### src/rtl/jclock_stepper.sv
// Four-phase clock generator with one-hot stepper and HALT/STEP/RUN control.
// Define JCLK_BREAK_EN to enable the stepper-index breakpoint (brk_step port).
module jclock_stepper #(
  parameter  int DIV    = 2,
  parameter  int NSTEPS = 6,
  parameter  int CW     = 16,
  localparam int SW     = $clog2(NSTEPS)
) (
  input  logic              CLK,
  input  logic              reset,
  input  logic [1:0]        mode,
  input  logic              step_req,
  input  logic              step_rst,
`ifdef JCLK_BREAK_EN
  input  logic [SW-1:0]     brk_step,
`endif
  output logic              clk,
  output logic              clkd,
  output logic              clke,
  output logic              clks,
  output logic [NSTEPS-1:0] step_out,
  output logic [SW-1:0]     step_idx,
  output logic [CW-1:0]     cyc_cnt,
  output logic              busy,
  output logic              brk_hit
);

  localparam int PW = (DIV > 1) ? $clog2(DIV) : 1;
  localparam logic [1:0] M_STEP = 2'd1;
  localparam logic [1:0] M_RUN  = 2'd2;

  typedef enum logic [1:0] {PH0, PH1, PH2, PH3} ph_t;

  ph_t           ph, ph_n;
  logic [PW-1:0] presc;
  logic          tick, start, cyc_end;
  logic          step_pend, rst_pend;
  logic          last_step;

  assign tick      = (presc == PW'(DIV - 1));
  assign busy      = (ph != PH3);
  assign last_step = (step_idx == SW'(NSTEPS - 1));
  assign clke      = clk | clkd;
  assign clks      = clk & clkd;
  assign step_out  = {{(NSTEPS-1){1'b0}}, 1'b1} << step_idx;

  always_ff @(posedge CLK) begin
    if (reset) ph <= PH3;
    else       ph <= ph_n;
  end

  // A started cycle always runs to PH3; mode only gates the PH3 -> PH0 start.
  always_comb begin
    ph_n    = ph;
    start   = 1'b0;
    cyc_end = 1'b0;
    if (tick) begin
      case (ph)
        PH0: ph_n = PH1;
        PH1: ph_n = PH2;
        PH2: begin
          ph_n    = PH3;
          cyc_end = 1'b1;
        end
        default: begin
          if ((mode == M_RUN && !brk_hit) || (mode == M_STEP && step_pend)) begin
            start = 1'b1;
            ph_n  = PH0;
          end
        end
      endcase
    end
  end

  always_ff @(posedge CLK) begin
    if (reset) begin
      presc     <= '0;
      clk       <= 1'b0;
      clkd      <= 1'b0;
      step_idx  <= '0;
      cyc_cnt   <= '0;
      step_pend <= 1'b0;
      rst_pend  <= 1'b0;
    end else begin
      presc <= tick ? '0 : presc + PW'(1);
      clk   <= (ph_n == PH0) || (ph_n == PH1);
      clkd  <= (ph_n == PH1) || (ph_n == PH2);

      // Starting consumes the request; extra requests before the start coalesce.
      if (mode != M_STEP || start) step_pend <= 1'b0;
      else if (step_req)           step_pend <= 1'b1;

      if (cyc_end)               rst_pend <= 1'b0;
      else if (busy && step_rst) rst_pend <= 1'b1;

      if (cyc_end) begin
        cyc_cnt  <= cyc_cnt + CW'(1);
        step_idx <= (rst_pend || step_rst || last_step) ? '0 : step_idx + SW'(1);
      end else if (!busy && step_rst) begin
        step_idx <= '0;
      end
    end
  end

`ifdef JCLK_BREAK_EN
  always_ff @(posedge CLK) begin
    if (reset || mode != M_RUN)              brk_hit <= 1'b0;
    else if (cyc_end && step_idx == brk_step) brk_hit <= 1'b1;
  end
`else
  assign brk_hit = 1'b0;
`endif

endmodule

### config.mk
export PLATFORM = sky130hd
export DESIGN_NAME = jclock_stepper
export DESIGN_NICKNAME = d
export VERILOG_FILES = /design/src/rtl/jclock_stepper.sv
export SDC_FILE = /design/constraint.sdc
export NUM_CORES = 1
export LEC_CHECK = 0
export ABC_AREA = 1
export CORE_MARGIN = 10
export CORE_UTILIZATION = 48
export DETAILED_ROUTE_END_ITERATION = 8
export PLACE_DENSITY = 0.88
export SYNTH_ARGS = -nofsm -noshare
export SYNTH_HDL_FRONTEND = slang
export SYNTH_SLANG_ARGS = --single-unit
export TNS_END_PERCENT = 5
### constraint.sdc
create_clock -name CLK -period 2 [get_ports CLK]
set_clock_uncertainty 0.2 [all_clocks]
set_input_delay 0.3 -clock CLK [delete_from_list [all_inputs] [get_ports CLK]]
set_output_delay 0.3 -clock CLK [all_outputs]
set_load 0.005 [all_outputs]
== Word-level counts from Yosys, hierarchy flattened ==
Cells that the tools add are included.

* Output and inout bits: 31
* Word-level logic and storage cells: 51
* Flip-flop bits (word level): 26

* Bitwise logic cells: 2
* Reductions and logical operators: 17
* Eq/ne operators: 9
* Shift operators: 1
* $add $sub $neg: 3
* Mux-type cells: 11

{| class="wikitable"
|+ Operators with widths
! kind !! number
|-
| $add 16x1->16 const B || 1
|-
| $mux 3 || 3
|-
| $eq 2x1->1 const B || 3
|-
| $eq 2x2->1 const B || 3
|-
| $logic_or 1x1->1 || 6
|-
| $pmux 2 s3 || 1
|-
| $reduce_or 2->1 || 3
|-
| $shl 1x3->6 const A || 1
|-
| $mux 1 || 5
|-
| $logic_not 2->1 || 2
|-
| $mux 2 || 2
|-
| $add 3x1->3 const B || 1
|-
| $eq 3x3->1 const B || 1
|-
| $logic_and 1x1->1 || 3
|-
| $reduce_or 3->1 || 1
|-
| $ne 2x1->1 const B || 1
|-
| $ne 2x2->1 const B || 1
|-
| $reduce_bool 2->1 || 1
|-
| $add 1x1->1 const B || 1
|-
| $and 1x1->1 || 1
|-
| $logic_not 1->1 || 1
|-
| $or 1x1->1 || 1
|}

== Logic depth before layout (Yosys ltp) ==
Gate-level depths: netlist of run 1.

* Depth after elaboration: 8
* Gate-level depth with buffers: 10
* Gate-level depth less buffers: 10

== Worst setup path before layout of run 1 ==
Ideal clock, no wire load.

* Path type: register to register
* From: register ph[1]
* To: register clkd
* Data required time: 1672 ps
* Path slack: 319 ps
* Path buffers: 0
* Stages on the path, launching flop included: 10
* Setup time: 128 ps
* Arrival time: 1353 ps
* Period minus slack after synthesis: 1681 ps
* Cell sequence: dfxtp_1 ha_1 inv_1 o21ai_0 nand2_1 nand2_1 inv_1 ha_1 inv_1 nor2_1

* Word-level cells in the longest chain between the ends: 5
* Elaborated cells between the ends (all ways): 9
* Classes of those cells: 4 x eq/ne; 3 x mux; 2 x reduce/logical

{| class="wikitable"
|+ Ends and longest elaborated chain
! what !! RTL line !! source
|-
| start, declared || 34 || <nowiki>ph_t ph, ph_n;</nowiki>
|-
| start signal, assigned || 49 || <nowiki>else ph <= ph_n;</nowiki>
|-
| $eq 2x2->1 (tied with other cells) || 58 || <nowiki>case (ph)</nowiki>
|-
| $pmux 2 s3 (*) || 58 ||
|-
| $mux 2 (*) || 57 || <nowiki>if (tick) begin</nowiki>
|-
| via ph_n[0] || 34 ||
|-
| $eq 2x1->1 / $eq 2x2->1 (equally long branches) || 87 || <nowiki>clkd <= (ph_n == PH1) || (ph_n == PH2);</nowiki>
|-
| $logic_or 1x1->1 (*) || 87 ||
|-
| end signal, assigned || 87 ||
|-
| end, declared || 18 || <nowiki>output logic clkd,</nowiki>
|}

Mark *: on every way through the listed nets, which the timed path passes. The rest lies on a longest branch.
A chain may end at the register's enable or synchronous reset.

== Worst setup path in the final report of run 1 ==
* From: register step_idx[1]
* To: output port step_out[5]

* Word-level cells in the longest chain between the ends: 1

{| class="wikitable"
|+ Ends and longest elaborated chain
! what !! RTL line !! source
|-
| start, declared || 22 || <nowiki>output logic [SW-1:0] step_idx,</nowiki>
|-
| start signal, assigned || 98 || <nowiki>step_idx <= (rst_pend || step_rst || last_step) ? '0 : step_idx + SW'(1);</nowiki>
|-
| $shl 1x3->6 || 45 || <nowiki>assign step_out = {{(NSTEPS-1){1'b0}}, 1'b1} << step_idx;</nowiki>
|-
| end, declared || 21 || <nowiki>output logic [NSTEPS-1:0] step_out,</nowiki>
|}

No other way between the ends.

==> results of run 1 <==
power by group through the flow:
stage | registers [W] | clock network, W | logic, W
final | 0.000547 | 0.000379 | 0.000132
after global routing | 0.000550 | 0.000396 | 0.000151
after CTS | 0.000549 | 0.000381 | 0.000134
after detailed placement | 0.000559 | 0 | 0.000131
after global placement | 0.000558 | 0 | 0.000128
after floorplan | 0.000557 | 0 | 0.0000708
worst min-delay path, delay by kind of cell, from the launching register on:
kind,cells,cell delay [ns]
compound gates,1,0.05
flops,1,0.39
simple gates,1,0.06
kinds of logic (layout without fill, tap and decap cells):
family | Yosys count | in the layout
DFF | 26 | 26
other | 1 | 1
adders and majority gates | 12 | 12
AOI/OAI and AO/OA | 20 | 20
and+or+nand+nor | 100 | 100
buffers and inverters | 41 | 80
xor gates and xnor gates | 2 | 2
area by class of cell:
class	count	area [um2]	area share [%]
Clock buffer	3	22.5	1.17
Timing Repair Buffer	38	382	19.9
Tap cell	31	38.8	2.02
Clock inverter	1	30.0	1.57
Multi-Input combinational cell	135	769	40.1
Sequential cell	26	532	27.7
Inverter	38	143	7.44
per-stage QoR:
| step | area [um2] | setup WS (ns) | setup TNS, ns |
|---|---|---|---|
| 6_report | 1920 | -0.0504 | -0.0660 |
| 5_1_grt | 1920 | -0.112 | -0.175 |
| 4_1_cts | 1880 | -0.132 | -0.525 |
| 3_5_place_dp | 1820 | -0.135 | -0.221 |
| 3_3_place_gp | 1820 | -0.0747 | -0.0900 |
| 2_1_floorplan | 1430 | 0.319 | 0 |
routing by layer:
metal	wire length [um]	GRT usage, %	part of all wire (%)
met3	173	1.73	5.4
met5	0	0	0
met2	1550	20.1	49
met1	1390	13.4	44
met4	66	6.30	2.1
registers in the layout, indices dropped and copies added, names as in the netlist:
signal and flops:
presc 1, clk 1, clkd 1, ph 2, cyc_cnt 16, step_pend 1, step_idx 3, rst_pend 1
synth_stat cells (all sizes together) (2+ instances only):
| master | count |
|---|---|
| a21oi | 8 |
| buf | 2 |
| dfxtp | 26 |
| ha | 12 |
| inv | 38 |
| nand2 | 40 |
| nand3 | 9 |
| nand4 | 4 |
| nor2 | 40 |
| nor3 | 4 |
| o21ai | 11 |
placed cells by master, fill, tap and decap left out:
master           count
nor3_1               4
ha_4                 1
or2_2                1
ha_1                10
o21ai_0              9
nor2_4               3
dfxtp_4              2
dfxtp_2              3
ha_2                 1
buf_4                3
nand4_1              4
xnor2_1              1
clkdlybuf4s50_1     30
inv_2                4
dfxtp_1             21
and2_1               1
a31oi_1              1
nand2_2              3
nor2_2               3
nand3_4              1
nor3b_1              1
clkbuf_4             3
nand3_1              7
xor2_1               1
inv_1               34
nand2_1             37
conb_1               1
nand3_2              1
nor2_8               1
dlymetal6s2s_1       4
nor2_1              33
o21ai_1              2
bufinv_16            1
a21oi_1              8
dlygate4sd2_1        1
how the worst min path moves through the flow:
stage | cells after the start | to
6_report | 2 | step_idx[1]$_SDFFE_PP0P_
5_1_grt | 2 | step_idx[1]$_SDFFE_PP0P_
4_1_cts | 2 | cyc_cnt[5]$_SDFFE_PP0P_
3_5_place_dp | 2 | cyc_cnt[5]$_SDFFE_PP0P_
3_3_place_gp | 2 | cyc_cnt[4]$_SDFFE_PP0P_
2_1_floorplan | 1 | presc$_SDFF_PP0_
what timing repair did:
action	in CTS	in global routing
buffers inserted	0	1
setup endpoints to repair	7	6
gates resized for setup	8	11
pin swaps	0	0
==> summary.md, run 1 <==
| Metric | Value |
|---|---|
| Seq pwr share | 51.7% |
| GPL Wtd Cong | 0.767 |
| Minimum clock period | 2.05 ns |
| Initial cell density of the core | 51.0% |
| PwrDens | 552 mW/mm2 |
| Yosys top cell area share | 36.4% |
| R2R cell count | 9 |
| Port Buffer Count | 35 |
| R2r setup slk | 0.26 ns |
| Worst IR drop on VDD | 0.340 mV |
| Clk root buf | clkbuf_4 |
| Area leader, netlist | dfxtp_1 |
| Hold path startpoint | step_idx[1]$_SDFFE_PP0P_ |
| WP depth | 5 |
| End of the critical path | step_out[5] |
| DRC violations left | 0 |
| Area growth from synthesis to layout | 33.9% |
| Synth Area in XOR/XNOR | 1.22% |
| Hpwl dp | 2410 um |
| Max-Cap Viols | 0 |
| Multiplexer area fraction after synthesis | 0% |
| Post-synth EDFFs | 0 |
| Compound-Gate Fraction of Synth Area | 7.08% |
| Mapped Nets | 220 |
| DIE AREA | 0.00557 mm2 |
| R2R Path End | clkd$_SDFF_PP0_ |
| Slew Viols, Final | 0 |
| CP max stage delay | 0.49 ns |
| Fmax | 0.488 GHz |
| RR Startpoint | ph[1]$_SDFF_PP1_ |
| Final Hold Slack | 0.312 ns |
| Initial antenna violation count | 0 |
| Setup ws final | -0.0504 ns |
| Clk network pwr share | 35.8% |
| Largest net degree at the start of global routing | 16 |
| Largest delay contributor family on the critical path | buffers and inverters |
| Largest cells by area after synthesis | dfxtp_1 (36%), ha_1 (10%), nand2_1 (10%), inv_1 (9.7%), nor2_1 (8.7%) |
| Initial drt markers | 74 |
| Layout cells sized above 1 | 12.9% |
| Worst setup SP type | register |
| Total of fill cells in the finished design | 239 |
| Fin util | 68.3% |
| Post-Synth Adder-Cell Area | 10.5% |
| Post-synth cell types | 28 |
| GRT overflow | 0 |
| Sequential share of the synthesized area | 36.4% |
| Mean post-synth cell area | 7.09 um2 |
| Hold crit path type | reg -> reg |
| Largest family of logic cells by synthesized area | simple AND/OR/NAND/NOR gates |
| Clock sinks | 26 |
| Combinational share of power | 12.5% |
| RSZ-0062 raised after global routing | yes |
| CP Max Fanout | 4 |
| Flops & latches, synth | 26 |
| Fin cells | 272 |
| Post-layout nets | 260 |
| Warnings, synthesis | 0 |
| Status | finished, violations left |
| First-pass GRT wire length | 5150 um |
| Arr. time, crit path | 1.55 ns |
| Switching Share | 24.2% |
| Setup violations, final | 2 |
| Via density | 4.85 |
| Crit Path Class | reg -> out |
| Critical-path cell list | inv_2, ha_4, nand2_2, inv_1, clkdlybuf4s50_1 |
| Total core area | 0.00281 mm2 |
| WP buf/inv | 3 |
| WL final | 3180 um |
| Antenna cells | 0 |
| CTS Buf Count | 3 |
| Fin. Hold Viols | 0 |
| Total track usage | 11.6% |
| Most common flop cell mapped by yosys | dfxtp_1 |
| Failing checks | negative setup slack |
| Die span in y | 74.6 um |
| Clock transition at the registers of the reported paths | 0.15 ns |
| Cells after DPL | 267 |
| CTS hold repair buffers | 0 |
| Slowest cell on crit path | clkdlybuf4s50_1 |
| Worst-skew pair later-pin latency | 0.34 ns |
| P_sw | 0.000256 W |
| Tot Pwr | 0.00106 W |
| Number of global-route vias before repair | 1153 |
| Internal | 0.000802 W |
| Tcrit/Tclk final | 103% |
| Drt first pass iters | 4 |
| Crit path from | step_idx[1]$_SDFFE_PP0P_ |
| Drt wl/cell | 11.7 um |
| WP data required | 1.50 ns |
| CTS tree | done |
| DR vias | 1319 |
| Htree depth | 1 |
| Async SR Flop Fraction | 0% |
| Maximum clock path buffer count | 2 |
| Leak | 0.938 nW |
| CP endpoint kind | primary output |
| Cells after synthesis | 202 |
| ANT nets after route | 0 |
| # IOs | 37 |
| FP Rows | 19 |
| Mapped Area | 0.00143 mm2 |
| Simple-gate share of the synthesized area | 33.5% |
| Chip width | 74.6 um |
No activity file was read; power rests on OpenSTA's default activity.
==> run 2, diff against run 1 <==
- PLACE_DENSITY: 0.88 -> 0.79
- SLEW_MARGIN: default -> 20
==> summary.md, run 2 (synthesized netlist as in run 1, its figures left out) <==
| Metric | Value |
|---|---|
| Antenna cells | 0 (unchanged) |
| Crit Path Class | reg -> out |
| Die span in y | 74.6 um (unchanged) |
| GPL Wtd Cong | 0.776 (+1.1%) |
| Clock sinks | 26 (unchanged) |
| Max reg flops | 16 (unchanged) |
| Register with the most flip-flops | cyc_cnt |
| Leak | 0.898 nW (-4.2%) |
| FP Rows | 19 (unchanged) |
| End of the critical path | clke |
| Fin cells | 271 (-0.37%) |
| Cells after DPL | 267 (unchanged) |
| Layout cells sized above 1 | 11.3% (-1.6 points) |
| Largest net degree at the start of global routing | 14 (-2) |
| Switching Share | 25.3% (+1.1 points) |
| TNS Setup | 0 ns (+0.0660 ns) |
| Met2 WL | 1500 um (-3.2%) |
| Chip width | 74.6 um (unchanged) |
| GRT overflow | 0 (unchanged) |
| CTS tree | done |
| Most frequent cells in the layout | nand2_1 (38), inv_1 (35), nor2_1 (33), clkdlybuf4s50_1 (28), dfxtp_1 (22) |
| ANT nets after route | 0 (unchanged) |
| Slowest cell on crit path | clkdlybuf4s50_1 |
| Htree depth | 1 (unchanged) |
| Setup violations, final | 0 (-2) |
| WP data required | 1.50 ns (about the same) |
| Initial cell density of the core | 51.0% (unchanged) |
| P_sw | 0.000227 W (-11%) |
| Hold crit path type | reg -> reg |
| Maximum clock path buffer count | 2 (unchanged) |
| Area growth from synthesis to layout | 29.7% |
| Fin. Hold Viols | 0 (unchanged) |
| Hpwl dp | 2460 um (+2.5%) |
| WL final | 3040 um (-4.4%) |
| Number of global-route vias before repair | 1164 (+0.95%) |
| Fmax | 0.529 GHz (+8.4%) |
| Port Buffer Count | 35 (unchanged) |
| Most common cell after layout, fill and taps aside | nand2_1 |
| RR Startpoint | ph[0]$_SDFF_PP1_ |
| R2R Path End | clkd$_SDFF_PP0_ |
| Crit path from | clkd$_SDFF_PP0_ |
| Worst-skew pair later-pin latency | 0.32 ns (-0.02 ns) |
| PwrDens | 482 mW/mm2 (-13%) |
| Tcrit/Tclk final | 94.5% (-8.0 points) |
| Clk root buf | clkbuf_4 |
| Fin util | 66.2% (-2.1 points) |
| CP Max Fanout | 3 (-1) |
| Critical-path cell list | or2_2, clkdlybuf4s50_1 |
| Initial drt markers | 67 (-9.5%) |
| Minimum clock period | 1.89 ns (-0.160 ns) |
| # IOs | 37 (unchanged) |
| CTS hold repair buffers | 0 (unchanged) |
| Total core area | 0.00281 mm2 (unchanged) |
| Post-layout nets | 260 (unchanged) |
| Status | finished clean |
| R2r setup slk | 0.25 ns (about the same) |
| RSZ-0062 raised after global routing | no |
| First-pass GRT wire length | 5110 um (-0.80%) |
| Biggest regs | cyc_cnt: 16 flops, step_idx: 3 flops, ph: 2 flops |
| Total track usage | 11.2% (-0.38 points) |
| CP max stage delay | 0.45 ns (-0.04 ns) |
| Combinational share of power | 14.7% (+2.2 points) |
| Slew Viols, Final | 0 (unchanged) |
| CP endpoint kind | primary output |
| Clk network pwr share | 24.3% (-12 points) |
| Drt wl/cell | 11.2 um (-4.1%) |
| Initial antenna violation count | 0 (unchanged) |
| Final Hold Slack | 0.290 ns (-0.0215 ns) |
| Highest metal used | met4 |
| DIE AREA | 0.00557 mm2 (unchanged) |
| Worst setup SP type | register |
| Via density | 4.83 (-0.39%) |
| R2R cell count | 8 (-1) |
| Seq pwr share | 61.0% (+9.3 points) |
| Clock transition at the registers of the reported paths | 0.13 ns (-0.02 ns) |
| Met3 Routed Length | 219 um (+27%) |
| CTS Buf Count | 3 (unchanged) |
| DRC violations left | 0 (unchanged) |
| Total of fill cells in the finished design | 244 (+2.1%) |
| Met1 Wirelength | 1300 um (-6.3%) |
| Internal | 0.000669 W (-17%) |
| Max-Cap Viols | 0 (unchanged) |
| DR vias | 1309 (-0.76%) |
| Arr. time, crit path | 1.39 ns (-0.16 ns) |
| Worst IR drop on VDD | 0.475 mV (+40%) |
| Drt first pass iters | 4 (unchanged) |
-- run 2: area by class of cell --
cell class                      count  area, um2  share of cell area, %
Multi-Input combinational cell    135        757                   40.8
Sequential cell                    26        528                   28.4
Timing Repair Buffer               38        368                   19.8
Inverter                           38        143                   7.68
Tap cell                           31       38.8                   2.09
Clock buffer                        3       22.5                   1.21
-- run 2: critical path, delay by kind of cell, from the launching register on --
kind | cells | cell delay, ns
AND/OR/NAND/NOR | 1 | 0.29
buffers and inverters | 1 | 0.45
flip-flops | 1 | 0.34
-- run 2: how the worst min path moves through the flow --
stage,from,to,slack [ns],cells after the start
finish,step_idx[1]$_SDFFE_PP0P_,step_idx[1]$_SDFFE_PP0P_,0.29,2
global route,step_idx[1]$_SDFFE_PP0P_,step_idx[1]$_SDFFE_PP0P_,0.33,2
CTS,step_idx[1]$_SDFFE_PP0P_,step_idx[1]$_SDFFE_PP0P_,0.29,2
detailed placement,cyc_cnt[4]$_SDFFE_PP0P_,cyc_cnt[4]$_SDFFE_PP0P_,0.29,2
global placement,cyc_cnt[4]$_SDFFE_PP0P_,cyc_cnt[4]$_SDFFE_PP0P_,0.28,2
floorplan,presc$_SDFF_PP0_,presc$_SDFF_PP0_,0.27,1
-- run 2: routing by layer --
metal	global-route usage (%)	up-vias
met3	3.46	2
met4	1.89	0
met2	20.1	30
met1	12.9	582
met5	0	-
li1	-	695
-- run 2: metrics by stage --
step / power (W) / cell area (um2) / worst slack [ns]
finish: 0.000896 / 1860 / 0.109
global route: 0.000946 / 1860 / 0.0399
CTS: 0.000911 / 1850 / -0.0931
detailed placement: 0.000693 / 1820 / -0.214
global placement: 0.000687 / 1820 / -0.0792
floorplan: 0.000628 / 1430 / 0.319
-- run 2: what timing repair did --
action / 4_1_cts / 5_1_grt
endpoints found under the setup margin: 7 / 2
buffers inserted: 1 / 0
gates resized for setup: 14 / 3
gates cloned: 0 / 0
-- run 2: power by group through the flow --
stage / Sequential (W) / Clock, W / Combinational, W
2_1_floorplan: 0.000557 / 0 / 0.0000708
3_3_place_gp: 0.000559 / 0 / 0.000128
3_5_place_dp: 0.000559 / 0 / 0.000134
4_1_cts: 0.000547 / 0.000230 / 0.000133
5_1_grt: 0.000550 / 0.000246 / 0.000150
6_report: 0.000547 / 0.000218 / 0.000131
==> run 3, diff against run 2 <==
- CORE_UTILIZATION: 48 -> 45
- PLACE_DENSITY: 0.79 -> 0.75
==> summary.md, run 3 (synthesized netlist as in run 1, its figures left out) <==
| Metric | Value |
|---|---|
| Tcrit/Tclk final | 94.4% (-0.14 points) |
| Initial antenna violation count | 0 (unchanged) |
| Fin cells | 285 (+5.2%) |
| Clock transition at the registers of the reported paths | 0.13 ns (about the same) |
| Via density | 4.53 (-6.3%) |
| Final instance area | 0.00187 mm2 (+0.81%) |
| Worst IR drop on VDD | 0.459 mV (-3.4%) |
| CP endpoint kind | primary output |
| Largest delay contributor family on the critical path | buffers and inverters |
| Drt wl/cell | 10.6 um (-5.1%) |
| Met2 WL | 1420 um (-5.5%) |
| CP Max Fanout | 3 (unchanged) |
| Initial cell density of the core | 46.9% (-4.1 points) |
| Met3 Routed Length | 176 um (-20%) |
| DR vias | 1290 (-1.5%) |
| WP buf/inv | 1 (unchanged) |
| Number of global-route vias before repair | 1204 (+3.4%) |
| Hpwl dp | 2370 um (-3.8%) |
| CTS Buf Count | 3 (unchanged) |
| DRC violations left | 0 (unchanged) |
| GPL Wtd Cong | 0.774 (-0.15%) |
| Post-layout nets | 261 (+0.38%) |
| Biggest regs | cyc_cnt: 16 flops, step_idx: 3 flops, ph: 2 flops |
| ANT nets after route | 0 (unchanged) |
| Arr. time, crit path | 1.39 ns (about the same) |
| Fin. Hold Viols | 0 (unchanged) |
| Critical-path cell list | or2_2, clkdlybuf4s50_1 |
| Hold path startpoint | cyc_cnt[5]$_SDFFE_PP0P_ |
| Clk root buf | clkbuf_4 |
| Drt first pass iters | 5 (+1) |
| Layout cells sized above 1 | 10.8% (-0.46 points) |
| Fmax | 0.530 GHz (+0.15%) |
| Hold depth | 2 (unchanged) |
| Most common cell after layout, fill and taps aside | nand2_1 |
| Maximum clock path buffer count | 2 (unchanged) |
| CP max stage delay | 0.45 ns (about the same) |
| Area growth from synthesis to layout | 30.8% |
| Max-Cap Viols | 0 (unchanged) |
| Hold crit path type | reg -> reg |
| Largest net degree at the start of global routing | 14 (unchanged) |
| Chip width | 76.4 um (+2.4%) |
| Slew Viols, Final | 0 (unchanged) |
| Clock sinks | 26 (unchanged) |
| Crit path from | clkd$_SDFF_PP0_ |
| Antenna cells | 0 (unchanged) |
| Crit Path Class | reg -> out |
| TNS Setup | 0 ns (unchanged) |
| Worst-skew pair later-pin latency | 0.32 ns (about the same) |
| Register with the most flip-flops | cyc_cnt |
| Register area | 528 um2 (unchanged) |
| Minimum clock period | 1.89 ns (-0.00276 ns) |
| RSZ-0062 raised after global routing | no |
| Total core area | 0.00305 mm2 (+8.8%) |
| Max reg flops | 16 (unchanged) |
| Total track usage | 11.0% (-0.23 points) |
| Worst setup SP type | register |
| Highest metal used | met4 |
| Initial drt markers | 49 (-27%) |
| Slowest cell on crit path | clkdlybuf4s50_1 |
| DIE AREA | 0.00584 mm2 (+4.9%) |
| Fin util | 61.3% (-4.9 points) |
| GRT overflow | 0 (unchanged) |
| Hold endpoint | cyc_cnt[5]$_SDFFE_PP0P_ |
| Leak | 0.892 nW (-0.71%) |
| Most frequent cells in the layout | nand2_1 (38), inv_1 (35), nor2_1 (33), clkdlybuf4s50_1 (28), dfxtp_1 (22) |
| Cells after DPL | 280 (+4.9%) |
| Tot Pwr | 0.000895 W (about the same) |
| WL final | 3030 um (-0.23%) |
| RR Startpoint | ph[0]$_SDFF_PP1_ |
| R2R Path End | clkd$_SDFF_PP0_ |
| FP Rows | 20 (+1) |
| Htree depth | 1 (unchanged) |
| CTS hold repair buffers | 0 (unchanged) |
| WP data required | 1.50 ns (about the same) |
| Die span in y | 76.4 um (+2.4%) |
| Status | finished clean |
| # IOs | 37 (unchanged) |
| Met1 Wirelength | 1370 um (+5.8%) |
| R2R cell count | 8 (unchanged) |
| PwrDens | 478 mW/mm2 (-0.86%) |
| First-pass GRT wire length | 5480 um (+7.3%) |
| Total of fill cells in the finished design | 295 (+21%) |
| CTS tree | done |
| Setup violations, final | 0 (unchanged) |
| Port Buffer Count | 35 (unchanged) |
| Placed instance area | 0.00184 mm2 (+0.89%) |
| R2r setup slk | 0.23 ns (-0.02 ns) |
| Area of the multi-input gates | 752 um2 (-0.66%) |
==> run 3: tightest hold or removal path, cell delays in order, from the launching register on <==
cell and delay (ns):
dfxtp_1 0.36, inv_1 0.07, a21oi_1 0.05
==> run 3: area by class of cell <==
cell class / instances / share of cell area, %
Tap cell: 44 / 2.94
Clock buffer: 3 / 1.20
Timing Repair Buffer: 39 / 19.9
Sequential cell: 26 / 28.2
Inverter: 38 / 7.62
Multi-Input combinational cell: 135 / 40.2
==> run 3: how the worst max path moves through the flow <==
stage	end	depth (start not counted)
2_1_floorplan	clkd$_SDFF_PP0_	9
3_3_place_gp	clkd$_SDFF_PP0_	11
3_5_place_dp	clkd$_SDFF_PP0_	11
4_1_cts	clke	2
5_1_grt	clkd$_SDFF_PP0_	9
6_report	clke	2
==> run 3: per-stage QoR <==
| step | hold WS (ns) | setup WS, ns |
|---|---|---|
| 2_1_floorplan | 0.267 | 0.319 |
| 3_3_place_gp | 0.281 | -0.0798 |
| 3_5_place_dp | 0.295 | -0.129 |
| 4_1_cts | 0.313 | 0.0938 |
| 5_1_grt | 0.359 | 0.0123 |
| 6_report | 0.312 | 0.112 |
==> run 3: power breakdown <==
group	leakage [nW]	internal, W	switching [W]	total [W]
clock	0.0138	0.0000706	0.000146	0.000217
sequential	0.211	0.000533	0.0000134	0.000546
combinational	0.667	0.0000657	0.0000661	0.000132
==> run 3: metal layers <==
| metal | track usage [%] | up-vias |
|---|---|---|
| li1 | - | 698 |
| met1 | 13.0 | 551 |
| met2 | 17.9 | 35 |
| met3 | 3.42 | 6 |
| met4 | 4.28 | 0 |
| met5 | 0 | - |
==> run 3: what timing repair did <==
item / in CTS / in global routing
buffers inserted: 2 / 0
endpoints found under the setup margin: 7 / 0
gates resized for setup: 14 / 0
==> variant: new RTL, config.mk and constraints of run 1 <==
Add an input register stage for `step_req`, cleared by the reset; this delays it by one clock. The other inputs are not delayed to match.
--- a/src/rtl/jclock_stepper.sv
+++ b/src/rtl/jclock_stepper.sv
@@ -30,6 +30,16 @@
   localparam logic [1:0] M_RUN  = 2'd2;
 
   typedef enum logic [1:0] {PH0, PH1, PH2, PH3} ph_t;
+
+  logic step_req_q;
+
+  always_ff @(posedge CLK) begin
+    if (reset) begin
+      step_req_q <= '0;
+    end else begin
+      step_req_q <= step_req;
+    end
+  end
 
   ph_t           ph, ph_n;
   logic [PW-1:0] presc;
@@ -88,7 +98,7 @@
 
       // Starting consumes the request; extra requests before the start coalesce.
       if (mode != M_STEP || start) step_pend <= 1'b0;
-      else if (step_req)           step_pend <= 1'b1;
+      else if (step_req_q)           step_pend <= 1'b1;
 
       if (cyc_end)               rst_pend <= 1'b0;
       else if (busy && step_rst) rst_pend <= 1'b1;
Check against the original RTL: not equivalent (a bounded check fails within 4 cycles, from zero or initial values and one cycle with reset high).
==> variant against run 1 <==
Setup slack gained 0.12 ns. Area after synthesis grew 1.9%. Cell area shrank 1.8%. Hold slack lost 0.018 ns. Sequential share of layout area grew 1.4 points. Sequential cell count grew 1. Largest power group unchanged. Synthesized cell count grew 1.5%. Cell count grew 0.74%. Via count shrank 1.1%. Count of clock-buffer cells in the layout grew 1. First-iteration DRC count grew 4.1%. Critical path type unchanged. Critical path depth shrank 3. Power shrank 12%. Routed wire length grew 1.1%.
==> variant: results (changes against run 1) <==
[synth]
synthDistinctLibCells = 28  ; unchanged
synth_compound_area_share_pct = 6.95  ; was 7.08%
synth_xor_area_share_pct = 1.20  ; was 1.22%
yosysSeqAreaShare_pct = 37.0  ; was 36.4%
synth_warnings = 0  ; unchanged
syn-num-nets = 223  ; was 220
synth_commonest_cells = 38 x inv_1, 38 x nand2_1, 34 x nor2_1, 27 x dfxtp_1, 12 x ha_1  ; was 38 x nand2_1, 37 x inv_1, 33 x nor2_1, 26 x dfxtp_1, 12 x ha_1
synthTopCellsByArea = dfxtp_1 37%, ha_1 10%, inv_1 9.8%  ; was dfxtp_1 36%, ha_1 10%, nand2_1 10%
synthAdderAreaFrac_pct = 10.3  ; was 10.5%

[grt]
met2_usage_pct = 21.7  ; was 20.1%
grt_start_max_net_pins = 15  ; was 16
grt.total_usage_pct = 12.0  ; was 11.6%
grtUsageMet1_pct = 13.5  ; was 13.4%
grt_pass1_wl_um = 5380  ; was 5150 um
met3_usage_pct = 2.63  ; was 1.73%

[power_and_ir_drop]
p_leak_nw = 0.927  ; was 0.938 nW
vdd_drop_max_v = 0.000468  ; was 0.000340 V

[critical_path]
cp_max_fo = 3  ; was 4
rrSetupSlack_ns = 0.18  ; was 0.26 ns
cp-endpoint = clke  ; was step_out[5]
critPathLaunch = clkd  ; was step_idx[1]
reg2reg_depth = 8  ; was 9
rr_startpoint = ph[0]  ; was ph[1]

[cts]
clk_pin_slew_ns = 0.13  ; was 0.15 ns
clock_latency_ns = 0.32  ; was 0.34 ns
cts_buffers = 3  ; unchanged

[min_path]
hold_path.class = input pin to flip-flop  ; was flip-flop to flip-flop

[placed_design]
dpl.cell_count = 270  ; was 267
dpl.hpwl_um = 2510  ; was 2410 um
gp_congestion = 0.844  ; was 0.767
dpl_worst_slack_ns = -0.149  ; was -0.135 ns

[drt]
wl_met2_um = 1650  ; was 1550 um
wl_per_cell_um = 11.7  ; about the same
wl_met1_um = 1360  ; was 1390 um
met3WireLength_um = 159  ; was 173 um
wirelength_um = 3210  ; was 3180 um

[timing]
post-route-min-period_ns = 1.93  ; was 2.05 ns

[finish]
drive_above_1_share_pct = 9.88  ; was 12.9%
fill_cells = 240  ; was 239
fin_nets = 262  ; was 260

[run_status]
status = complete, no violations  ; was finished, violations left

-- variant: worst register-to-register path, cell delays in order, from the launching register on --
cell     delay (ns)
dfxtp_1        0.42
inv_1          0.08
ha_1           0.25
o21ai_0        0.27
nand2_1        0.13
inv_1          0.07
ha_1           0.22
inv_1          0.06
nor2_1         0.03
-- variant: worst min-delay path by stage --
stage / from / to / slack (ns) / depth (start not counted)
final: step_req / step_req_q / 0.29 / 3
after global routing: step_req / step_req_q / 0.31 / 3
after CTS: step_req / step_req_q / 0.28 / 3
after detailed placement: presc / presc / 0.30 / 1
after global placement: cyc_cnt[4] / cyc_cnt[4] / 0.27 / 2
after floorplan: reset / cyc_cnt[3] / 0.18 / 1
-- variant: layout make-up --
cell class	count	share of cell area, %
clock buffer	4	1.40
inverter	39	7.78
tap	31	2.06
timing repair buffer	37	19.3
multi-input combinational	136	40.3
sequential	27	29.1
-- variant: through the flow --
| step | power [mW] | hold WS [ns] | setup TNS (ns) | cell area, um2 |
|---|---|---|---|---|
| 6_report | 0.929 | 0.294 | 0 | 1880 |
| 5_1_grt | 0.983 | 0.307 | 0 | 1880 |
| 4_1_cts | 0.941 | 0.278 | -0.0346 | 1870 |
| 3_5_place_dp | 0.716 | 0.297 | -0.240 | 1850 |
| 3_3_place_gp | 0.706 | 0.273 | -0.0922 | 1850 |
| 2_1_floorplan | 0.648 | 0.176 | 0 | 1460 |
-- variant: cell families (layout without fill, tap and decap cells) --
group,Yosys count,count (layout)
buffers and inverters,42,80
other,1,1
xor gates and xnor gates,2,2
and+or+nand+nor,101,101
AOI/OAI and AO/OA,20,20
adders and majority gates,12,12
DFF,27,27
-- variant: power breakdown --
part	switching, mW	total, mW	internal, mW
logic	0.0674	0.132	0.0643
clock network	0.151	0.229	0.0780
registers	0.0154	0.569	0.553
total	0.234	0.929	0.696
